**src/rtl/mux_rr_arbiter_4.sv**
```systemverilog
// Purpose: round-robin arbiter sharing one 4:1 x 8-bit mux channel, grants capped at MAX_BURST beats.
// Latency: 1 cycle from req to x_valid; every release costs one idle bubble before the next grant.
// Backpressure: x_ready low holds the current beat, burst count and grant; no ack while stalled.

// Plain 4:1 byte mux; the arbiter's key drives sel.
module mux_32_2_8 (
  input  logic [7:0] a,
  input  logic [7:0] b,
  input  logic [7:0] c,
  input  logic [7:0] d,
  input  logic [1:0] sel,
  output logic [7:0] y
);

  // Select one of the four byte inputs.
  always_comb begin
    y = a;
    case (sel)
      2'd0:    y = a;
      2'd1:    y = b;
      2'd2:    y = c;
      2'd3:    y = d;
      default: y = a;
    endcase
  end

endmodule

module mux_rr_arbiter_4 #(
  parameter int MAX_BURST = 4
) (
  input  logic       clk,
  input  logic       rst,
  input  logic [3:0] req,
  input  logic [7:0] data_a,
  input  logic [7:0] data_b,
  input  logic [7:0] data_c,
  input  logic [7:0] data_d,
  input  logic       x_ready,
  output logic [7:0] x,
  output logic       x_valid,
  output logic [3:0] ack,
  output logic [1:0] key,
  output logic       busy
);

  typedef enum logic {
    IDLE  = 1'b0,
    GRANT = 1'b1
  } state_t;

  // Count value at which the next beat closes the burst.
  localparam logic [7:0] LAST_CNT = 8'(MAX_BURST - 1);

  state_t     state;
  state_t     state_nxt;
  logic [1:0] key_nxt;
  logic [1:0] ptr;
  logic [1:0] ptr_nxt;
  logic [7:0] cnt;
  logic [7:0] cnt_nxt;
  logic [1:0] pick;
  logic       found;
  logic       beat;
  logic       last_beat;

  // Datapath: x always follows the currently selected requester.
  mux_32_2_8 u_mux (
    .a   (data_a),
    .b   (data_b),
    .c   (data_c),
    .d   (data_d),
    .sel (key),
    .y   (x)
  );

  // Rotating-priority scan: first requester at or after ptr, wrapping 3->0.
  always_comb begin
    pick  = ptr;
    found = 1'b0;
    for (int k = 0; k < 4; k++) begin
      if (!found && req[ptr + 2'(k)]) begin
        pick  = ptr + 2'(k);
        found = 1'b1;
      end
    end
  end

  // Handshake outputs; held quiet while reset is asserted so no ack leaks out.
  always_comb begin
    busy      = !rst && (state == GRANT);
    x_valid   = busy && req[key];
    beat      = x_valid && x_ready;
    ack       = beat ? (4'b0001 << key) : 4'b0000;
    last_beat = beat && (cnt == LAST_CNT);
  end

  // Next-state logic: arbitrate in IDLE, count beats and decide release in GRANT.
  always_comb begin
    state_nxt = state;
    key_nxt   = key;
    ptr_nxt   = ptr;
    cnt_nxt   = cnt;
    case (state)
      IDLE: begin
        if (found) begin
          state_nxt = GRANT;
          key_nxt   = pick;
          cnt_nxt   = 8'd0;
        end
      end
      GRANT: begin
        if (beat) begin
          cnt_nxt = cnt + 8'd1;
        end
        // A dropped request cannot coincide with a beat, so the two cases are disjoint.
        if (last_beat || !req[key]) begin
          state_nxt = IDLE;
          ptr_nxt   = key + 2'd1;
          cnt_nxt   = 8'd0;
        end
      end
      default: begin
        state_nxt = IDLE;
      end
    endcase
  end

  // State register with synchronous reset; reset aborts any grant in progress.
  always_ff @(posedge clk) begin
    if (rst) begin
      state <= IDLE;
      key   <= 2'd0;
      ptr   <= 2'd0;
      cnt   <= 8'd0;
    end else begin
      state <= state_nxt;
      key   <= key_nxt;
      ptr   <= ptr_nxt;
      cnt   <= cnt_nxt;
    end
  end

endmodule

```
**config.mk**
```make
export PLATFORM = sky130hd
export DESIGN_NAME = mux_rr_arbiter_4
export DESIGN_NICKNAME = d
export VERILOG_FILES = /design/src/rtl/mux_rr_arbiter_4.sv
export SDC_FILE = /design/constraint.sdc
export NUM_CORES = 1
export LEC_CHECK = 0
export CORE_ASPECT_RATIO = 1.4
export CORE_MARGIN = 4
export CORE_UTILIZATION = 40
export DETAILED_ROUTE_END_ITERATION = 7
export GPL_TIMING_DRIVEN = 0
export PLACE_DENSITY = 0.87
export SETUP_SLACK_MARGIN = 0.02
export SYNTH_ARGS = -nofsm -noshare
export SYNTH_HDL_FRONTEND = slang
export SYNTH_SLANG_ARGS = --single-unit
```
**constraint.sdc**
```tcl
create_clock -name clk -period 2.8 [get_ports clk]
set_input_delay 0.7 -clock clk [delete_from_list [all_inputs] [get_ports clk]]
set_output_delay 0.7 -clock clk [all_outputs]
set_load 0.02 [all_outputs]
```
After elaboration in Yosys (flattened, before gate mapping)
Cells that the tools add are included.
{"block": "classes", "n_addsub": 5, "magnitude_cmp": 5, "n_eq_ne": 6, "shift": 1, "n_mux": 26, "bitwise_logic": 1, "reduce_logical": 17}
{"op": "case mux 8 bit (4 select lines)", "count": 1}
{"op": "two-way mux 8 bit", "count": 3}
{"op": "case mux 8 bit (2 select lines)", "count": 1}
{"op": "< comparator 2 x 3 -> 1 bit (second input constant)", "count": 5}
{"op": "two-way mux 1 bit", "count": 11}
{"op": "binary-select mux 1 bit (select 2 bit)", "count": 5}
{"op": "adder 8 x 1 -> 8 bit (second input constant)", "count": 1}
{"op": "equality test 8 x 2 -> 1 bit (second input constant)", "count": 1}
{"op": "logical AND 1 bit", "count": 7}
{"op": "two-way mux 2 bit", "count": 3}
{"op": "AND reduction 2 bit", "count": 3}
{"op": "zero test 1 bit", "count": 5}
{"op": "adder 2 x 1 -> 2 bit (second input constant)", "count": 2}
{"op": "adder 2 bit (second input constant)", "count": 2}
{"op": "equality test 2 bit (second input constant)", "count": 2}
{"op": "two-way mux 4 bit", "count": 1}
{"op": "left shift 1 x 2 -> 4 bit (first input constant)", "count": 1}
{"op": "inequality test 3 x 1 -> 1 bit (second input constant)", "count": 1}
{"op": "equality test 2 x 1 -> 1 bit (second input constant)", "count": 1}
{"op": "zero test 2 bit", "count": 1}
{"op": "inequality test 2 bit (second input constant)", "count": 1}
{"op": "case mux 1 bit (2 select lines)", "count": 1}
{"op": "logical OR 1 bit", "count": 1}
{"op": "inverter 1 bit", "count": 1}
{"block": "totals", "reg_bits": 13, "in_bits": 39, "out_inout_bits": 16, "elab_cells": 65}

Longest topological paths before layout
Gate-level depths: netlist (run 1).
{"block": "depth", "word_depth": 14, "ltp_mapped": 6, "depth_no_buf": 5}

By module
Synthesis (run 1) repeated with hierarchy kept, for this count alone.
{"block": "unflattened", "hier_cells": 115, "hier_area_um2": 1064.8}
{"module": "mux_rr_arbiter_4", "n_inst": 1, "cells_each": 105, "area_each_um2": 868.3, "seq_area_each_um2": 260.2}
{"module": "mux_32_2_8", "n_inst": 1, "cells_each": 10, "area_each_um2": 196.4, "seq_area_each_um2": 0.0}

Worst setup path before layout (run 1)
No wires, ideal clock.
{"block": "synth_timing", "path_type": "input-to-output", "startpoint": "in rst", "endpoint": "out ack[0]", "t_arrival_ns": 1.916, "required_time_ns": 2.100, "path_slack_ns": 0.184, "path_stages": 5, "path_buffers": 1, "path_cell_list": "clkbuf_1 -> nor2b_1 -> nand2_1 -> inv_1 -> and3_1"}
{"block": "synth_between", "elab_chain_cells": 5}
{"element": "start, declared", "line": "33", "rtl": "input logic rst,"}
{"element": "zero test 1 bit", "line": "91", "rtl": "busy = !rst && (state == GRANT);"}
{"element": "logical AND 1 bit", "line": "91"}
{"element": "via busy", "line": "44", "rtl": "output logic busy"}
{"element": "logical AND 1 bit", "line": "92", "rtl": "x_valid = busy && req[key];"}
{"element": "via x_valid", "line": "41", "rtl": "output logic x_valid,"}
{"element": "logical AND 1 bit", "line": "93", "rtl": "beat = x_valid && x_ready;"}
{"element": "two-way mux 4 bit", "line": "94", "rtl": "ack = beat ? (4'b0001 << key) : 4'b0000;"}
{"element": "end, declared", "line": "42", "rtl": "output logic [3:0] ack,"}
The timed path passes the listed nets, and every way through them passes these cells.

Final worst setup path (run 1)
{"block": "layout_timing", "startpoint": "in req[2]", "endpoint": "out ack[0]"}
{"block": "layout_between", "elab_chain_cells": 5}
{"element": "start, declared", "line": "34", "rtl": "input logic [3:0] req,"}
{"element": "binary-select mux 1 bit (select 2 bit)", "line": "92"}
{"element": "two-way mux 1 bit (not written as such)", "line": "92"}
{"element": "logical AND 1 bit", "line": "92"}
{"element": "logical AND 1 bit", "line": "93"}
{"element": "two-way mux 4 bit", "line": "94"}
No other way between the ends. The select of a mux whose other input is x is not followed.

==> results.md, run 1 <==
Run status:
- The run finished with clean final reports.

Synth:
- The compound-gate portion of the synthesized area is 0.244.
- The arithmetic-cell share of the synthesized area counting full adders, half adders and majority gates is 0.0673.
- Of the post-synthesis cell area, the dominant cell type holds 0.233.
- Of the total synthesized cell area, the portion taken by AND, OR, NAND and NOR gates is 0.260.
- The average cell area after synthesis is 8.08 µm².
- Of the total synthesized cell area, the portion taken by XOR and XNOR cells is 0.
- The number of cells produced by synthesis is 138.
- The cell accounting for the most synthesized area is dfxtp_1.
- For this run, asynchronously set or reset flops after synthesis account for 0.
- In this run, synthesis inferred 0 flip-flops with an integrated enable.
- The dominant combinational cell family by area after synthesis is simple AND/OR/NAND/NOR gates.
- Yosys printed 0 warnings.
- The most instantiated flip-flop cell in the synthesis netlist is dfxtp_1.
- The number of nets in the synthesized netlist is 183.
- Sorting the synthesized cells by how often they occur yields inv_1, dfxtp_1, a21oi_1.
- The synthesized netlist occupies a cell area of 1110 µm².
- The post-synthesis mux area share is 0.111.
- By instance count, the leading cell after synthesis is inv_1.
- After synthesis, the cell types taking the most area are dfxtp_1, mux2i_1, a222oi_1.
- Synthesis inferred 13 register bits.
- Of the synthesized area, sequential elements account for 0.233.
- The number of unique standard cell types used by synthesis is 39.

Flow run:
- The number of max-cap violations is 0.

Route:
- The total wire length after detailed routing is 3.64 mm.
- The per-cell routed wire length is 15.9 µm.
- The count of nets left with antenna violations once routing finished came out at 0.
- The detailed router placed 1324 vias in this run.
- In the routed design, unresolved DRC markers number 0.
- The DRC marker count from the first detailed-route iteration is 64.
- In the routed layout, each cell is associated on average with a via count of 5.78.
- For this run, the detailed router's first-pass iteration total came to 4.

GRT:
- The global-route usage over all layers is 0.195.
- The number of antenna violations at the first check in global routing is 0.
- Global routing finished with a remaining overflow of 0.
- The first global-routing pass estimated 5.75 mm of wire.
- The number of global-route vias before repair was 1330.
- The pin count of the biggest net entering global routing is 11.

Critical path:
- The cell family contributing the most delay on the critical path is buffers and inverters.
- The origin of the critical flop-to-flop path is key[0]$_SDFFE_PP0P_.
- Among all stages on the critical path, the largest delay is contributed by mux4_2.
- The number of buffers and inverters on the critical path is 3.
- STA classifies the critical path startpoint as an input port.
- The most critical setup path has its startpoint at req[2].
- The critical path goes through dlygate4sd2_1 -> mux4_2 -> nand2_2 -> inv_2 -> and3_1 -> buf_2.
- For the worst setup path, the data required time is 2100 ps.
- The worst setup path is of the input port to output pin kind.
- Along the worst path, the maximum fanout reaches 7.
- The data arrival time of the worst path is 2020 ps.
- The critical path capture point type is an output pin.
- The maximum single-stage delay on the critical path is 510 ps.

Floorplanning:
- The number of primary I/O pins is 55.
- Row generation in the floorplan step produced 22 rows.
- The chip height is 70.5 µm.
- The area inside the core boundary is 2640 µm².
- The effective utilization at floorplan is 0.422.
- The area of the die is 3710 µm².
- In this run the horizontal extent of the chip is 52.6 µm.

STA:
- The final number of max-transition violations is 0.
- Static timing analysis puts the maximum clock frequency at 368 MHz.
- Between clock sinks in the finished design, the worst skew comes to 1.24 ps.
- The final-layout setup total negative slack is 0 ps.
- Setup repair after global routing left no endpoint under its margin.
- The count of endpoints failing hold in the final timing report was 0.
- The number of endpoints failing setup at the final stage is 0.
- The worst max-slew margin expressed relative to the limit is 0.563.
- The transition time of the tightest slew-check pin is 650 ps.
- The part of the cycle the worst path needs is 0.970.
- The final period demand of the worst path is 2720 ps.

Pwr:
- The sequential group share of total power is 0.375.
- Of the total power, the clock network draws 0.221.
- The static leakage is 0.000709 µW.
- The cell-internal power is 359 µW.
- For this design the ratio of total power to cell area is 318 nW/µm².
- The power share of the combinational group is 0.404.
- Of the total power, the share spent switching nets is 0.328.
- For this design the total switching power over the nets is 175 µW.
- IR analysis of the VDD net gives a maximum drop of 0.229 mV.

Clock network:
- The cell chosen for the clock root is clkbuf_4.
- The number of clock buffers added by TritonCTS is 3.
- The post-CTS clock slew at the launch and capture registers of the worst setup and hold paths is 80 ps.
- The insertion delay of the later-clocked pin in the worst-skew pair is 280 ps.
- The maximum level of the CTS H-tree is 1.
- No sink is reached through more buffers than the 2 on the longest clock path.
- The TritonCTS clock tree is built.
- The CTS sink count is 13.

Placed design:
- Summed over all nets, the half-perimeter wirelength after detailed placement is 2.94 mm.
- The standard cell area after detailed placement is 1690 µm².
- The count of buffers added on input and output ports is 53.
- The global placer's final weighted congestion is 0.794.

Layout:
- The repair_antennas step left the layout with diodes totalling 0.
- The total number of nets in the final design is 239.
- In the final layout, the share of cells above drive strength 1 is 0.104.
- Relative to the synthesized area, the layout overhead comes to 50.7%.
- The final standard cell area without fillers is 1680 µm².

Hold path:
- The worst min-delay path class is flop to flop.
- The worst hold path startpoint is key[1]$_SDFFE_PP0P_.
[stage by stage]
stage,setup WS [ps],power [µW],std cells,hold slack [ps],utilization
2_1_floorplan,184,315,138,451,-
3_3_place_gp,-657,423,227,466,0.640
3_5_place_dp,-696,431,227,487,0.640
4_1_cts,37.3,533,231,495,0.639
5_1_grt,27.5,556,229,522,0.636
6_report,84.4,534,229,500,0.636
[repair_timing]
action	in CTS	in global routing
resized for setup	33	4
pin swaps	0	5
hold endpoints to repair	0	0
endpoints found under the setup margin	13	9
buffers inserted	1	0
hold buffers	0	0
[final cells by class]
| cell class | instances | area [µm²] |
|---|---|---|
| Multi-Input combinational cell | 102 | 763 |
| Inverter | 15 | 56.3 |
| Buffer | 5 | 26.3 |
| Clock buffer | 4 | 26.3 |
| Fill cell | 237 | 962 |
| Timing Repair Buffer | 54 | 500 |
| Tap cell | 36 | 45.0 |
| Sequential cell | 13 | 263 |
[power by group through the flow]
stage / clock (µW) / combinational, µW / sequential (µW)
after global placement: 0 / 220 / 203
after floorplan: 0 / 110 / 205
final: 118 / 216 / 200
after global routing: 121 / 234 / 202
after CTS: 116 / 217 / 200
after detailed placement: 0 / 227 / 204
[kinds of logic (layout without fill, tap and decap cells)]
| family | Yosys count | in the layout |
|---|---|---|
| flip-flops | 13 | 13 |
| multiplexers | 11 | 11 |
| AO/OA/AOI/OAI | 36 | 36 |
| buffers and inverters | 23 | 78 |
| adder cells (fa/ha/maj) | 6 | 6 |
| AND/OR/NAND/NOR | 49 | 49 |
[tightest hold or removal path: stages (launching register included)]
cell,delay (ps)
dfxtp_2,350
nand2_1,60
a21oi_1,50
[metal layers]
metal,GRT usage,vias to the layer above,part of all wire,wire [µm]
li1,-,639,-,-
met1,0.216,614,0.39,1400
met3,0.0490,7,0.13,456
met4,0.0483,0,0.010,38
met5,0,-,0,0
met2,0.355,64,0.48,1750
[path summary, 6_finish.rpt]
check,depth (start not counted),slack (ps),end
setup / recovery,6,80,ack[0]
setup reg to reg,6,670,cnt[4]$_SDFFE_PP0P_
hold reg to reg,2,500,key[1]$_SDFFE_PP0P_
hold / removal,2,500,key[1]$_SDFFE_PP0P_
[cells in the final DEF (no fill, tap or decap), types with 2 or more instances in the layout]
cell             instances
o21ai_0                  2
or4_4                    2
dfxtp_2                  2
clkbuf_4                 3
nor2b_1                  6
buf_2                    4
inv_1                   14
nand3_1                  4
nand2_1                  8
o31ai_1                  4
or4_1                    4
nor4_1                   2
clkdlybuf4s15_1          2
nand2b_1                 3
clkdlybuf4s50_1         36
dlygate4sd2_1           10
a211o_1                  2
o211ai_1                 2
ha_1                     6
mux2i_1                  9
dfxtp_1                 11
a222oi_1                 8
a21oi_1                 11
nor2_1                   6
and3_1                   4
clkbuf_1                 5
[state kept, by name (all words and copies together) (netlist names)]
register  count
cnt           8
key           2
state         1
ptr           2
No activity file was read; power rests on OpenSTA's default activity.
==> inputs of run 2 (changes only) <==
Settings changed: ABC_CLOCK_PERIOD_IN_PS from default to 2800, RECOVER_POWER from default to 25.
==> run 2 against run 1 <==
  * Sequential power is essentially flat
  * Register-to-register slack got worse by 170 ps
  * Clock skew is 1.8 ps higher
  * Via count shrank 0.38%
  * Worst hold slack got worse by 1.5 ps
  * Wire length hardly changed
  * Setup slack better by 3.2 ps
  * Critical path type unchanged
  * Critical endpoint unchanged
  * Largest power group unchanged
==> results.md, run 2 (same netlist as run 1, synthesis figures left out) <==
Route:
- The DRC marker count from the first detailed-route iteration is 69.
- The total wire length after detailed routing is 3.64 mm.
- Using the TritonRoute via totals, the vias-per-cell ratio works out to 5.76.
- The per-cell routed wire length is 15.9 µm.
- The number of routed nets with antenna violations is 0.
- The first detailed-routing pass took 4 iterations.
- After detailed routing, the number of remaining DRC violations is 0.
- The vias after detailed routing is 1319.

Placed design:
- The congestion estimate from routability-driven global placement came to 0.794.
- The post-place setup slack is -696 ps.
- The half-perimeter wire length after placement is 2.94 mm.
- Input and output buffers added on the ports amount to 53.

Layout:
- The number of flip-flops in the largest register is 8.
- Measured on the finished design, the core utilization comes to 0.633.
- For this run, the post-layout net count is 239.
- The largest registers in the layout are cnt x8, key x2, ptr x2.
- The signed area change from the synthesized netlist to the final layout is 50.1%.
- Fill cells in the final layout number 241.
- The largest register by flop count is cnt.
- In the layout the commonest cells are clkdlybuf4s50_1, inv_1, a21oi_1, dfxtp_1, dlygate4sd2_1.
- The most common cell after layout, fill and taps aside is clkdlybuf4s50_1.
- The count of inserted antenna diode cells is 0.
- In the final layout, the share of cells above drive strength 1 is 0.0933.

Critical path:
- The endpoint of the most critical register-to-register path is ptr[0]$_SDFFE_PP0P_.
- The critical-path maximum fanout is 7.
- Tracing the worst setup path back leads to its startpoint at req[2].
- The worst path required time is 2100 ps.
- The data arrival time of the worst path is 2010 ps.
- The cell depth of the worst flop-to-flop path is 4.
- The worst setup path is captured at an output pin.
- In this run the critical register-to-register path is launched from cnt[3]$_SDFFE_PP0P_.
- The startpoint kind of the worst setup timing path is an input port.
- Across all register-to-register paths, the minimum setup slack is 500 ps.
- The critical path class is input port to output pin.

STA:
- The final-layout setup total negative slack is 0 ps.
- At the pin with the least slew margin, the transition time is 646 ps.
- Between clock sinks in the finished design, the worst skew comes to 3.09 ps.
- The achievable clock frequency is 369 MHz.
- The count of endpoints failing hold in the final timing report was 0.
- The final number of max-transition violations was 0.
- Setup repair after global routing left no endpoint under its margin.
- In the finished design, the share of the clock period the worst path needs comes to 0.969.
- Counting I/O delays and the setup requirement, the final critical path takes 2710 ps.
- The worst path meets setup with 87.6 ps of slack.
- In this run the tightest slew margin relative to its limit is 0.565.
- The number of endpoints failing setup at the final stage is 0.
- Across all hold checks on the routed design, the worst slack comes to 499 ps.

Hold path:
- The worst min-delay path class is flop to flop.
- The number of instances on the worst hold path is 2.
- The worst hold path terminates at key[1]$_SDFFE_PP0P_.
- The startpoint identified for the worst hold timing path is key[1]$_SDFFE_PP0P_.

Pwr:
- For this design the static power due to leakage is 0.000712 µW.
- VDD sags by at most 0.229 mV.
- The ratio of total power to cell area is 318 nW/µm².

GRT:
- The global-route usage over all layers is 0.195.
- Entering global routing, the biggest net connects 11 pins.
- The number of global-route vias before repair was 1330.
- The total global routing overflow is 0.
- The number of antenna violations at the first check in global routing came to 0.
- The first global-routing pass estimated 5.75 mm of wire.

Floorplanning:
- The number of cell rows is 22.
- The floorplan step set the die height to 70.5 µm.
- The die covers 3710 µm².
- The initial utilization of the core area, before any placement, comes to 0.422.
- The chip width is 52.6 µm.
- The number of primary I/O pins is 55.
- The area inside the core boundary is 2640 µm².

Clock network:
- The post-CTS clock slew at the launch and capture registers of the worst setup and hold paths is 80 ps.
- The buffer depth of the longest clock path is 2.
- TritonCTS built the clock tree.
- The cell chosen for the clock root is clkbuf_4.
- The hold buffer count at cts is 0.
- The number of buffers created by CTS is 3.
- At the later pin of the worst-skew pair, clock insertion delay measures 280 ps.
- The CTS sink count is 13.
- CTS built an H-tree with a depth of 1.

Flow run:
- The number of max-cap violations is 0.

Run status:
- The flow ran to the end, and the final reports show no timing, DRC or antenna violations.
-- run 2: power breakdown --
| group | total [µW] | leakage, µW | switching (µW) | internal (µW) |
|---|---|---|---|---|
| combinational | 214 | 0.000591 | 104 | 110 |
| sequential | 200 | 0.000106 | 8.14 | 192 |
| clock | 117 | 0.0000150 | 61.7 | 55.4 |
| total | 531 | 0.000712 | 174 | 358 |
-- run 2: layout make-up --
class                      count  area (µm²)  share of cell area
tap                           36        45.0              0.0269
multi-input combinational    102         756               0.452
sequential                    13         263               0.157
timing repair buffer          54         500               0.299
buffer                         5        26.3              0.0157
clock buffer                   4        26.3              0.0157
inverter                      15        56.3              0.0337
-- run 2: worst max-delay path: stages --
cell and delay [ps]:
dlygate4sd2_1 290, mux4_2 510, nand2_2 100, inv_2 70, and3_1 190, buf_2 160
-- run 2: metal layers --
layer | up-vias | track usage | wire length (µm)
li1 | 637 | - | -
met3 | 7 | 0.0490 | 464
met5 | - | 0 | 0
met4 | 0 | 0.0483 | 40
met1 | 602 | 0.216 | 1370
met2 | 73 | 0.355 | 1760
-- run 2: worst max path at each step --
stage          endpoint  cells after the start  slack, ps
6_report         ack[0]                      6         90
5_1_grt          ack[0]                      6         30
4_1_cts            x[6]                      6         40
3_5_place_dp     ack[0]                      6       -700
3_3_place_gp     ack[0]                      6       -660
2_1_floorplan    ack[0]                      5        180
-- run 2: what timing repair did --
item	CTS	global route
pin swaps	0	5
hold endpoints to repair	0	0
setup endpoints to repair	13	9
resized for setup	33	4
setup buffers	1	0
-- run 2: stage by stage --
stage | cells | total power [µW] | cell area (µm²)
finish | 229 | 531 | 1670
global route | 229 | 554 | 1670
CTS | 231 | 533 | 1690
detailed placement | 227 | 431 | 1690
global placement | 227 | 423 | 1690
floorplan | 138 | 315 | 1110
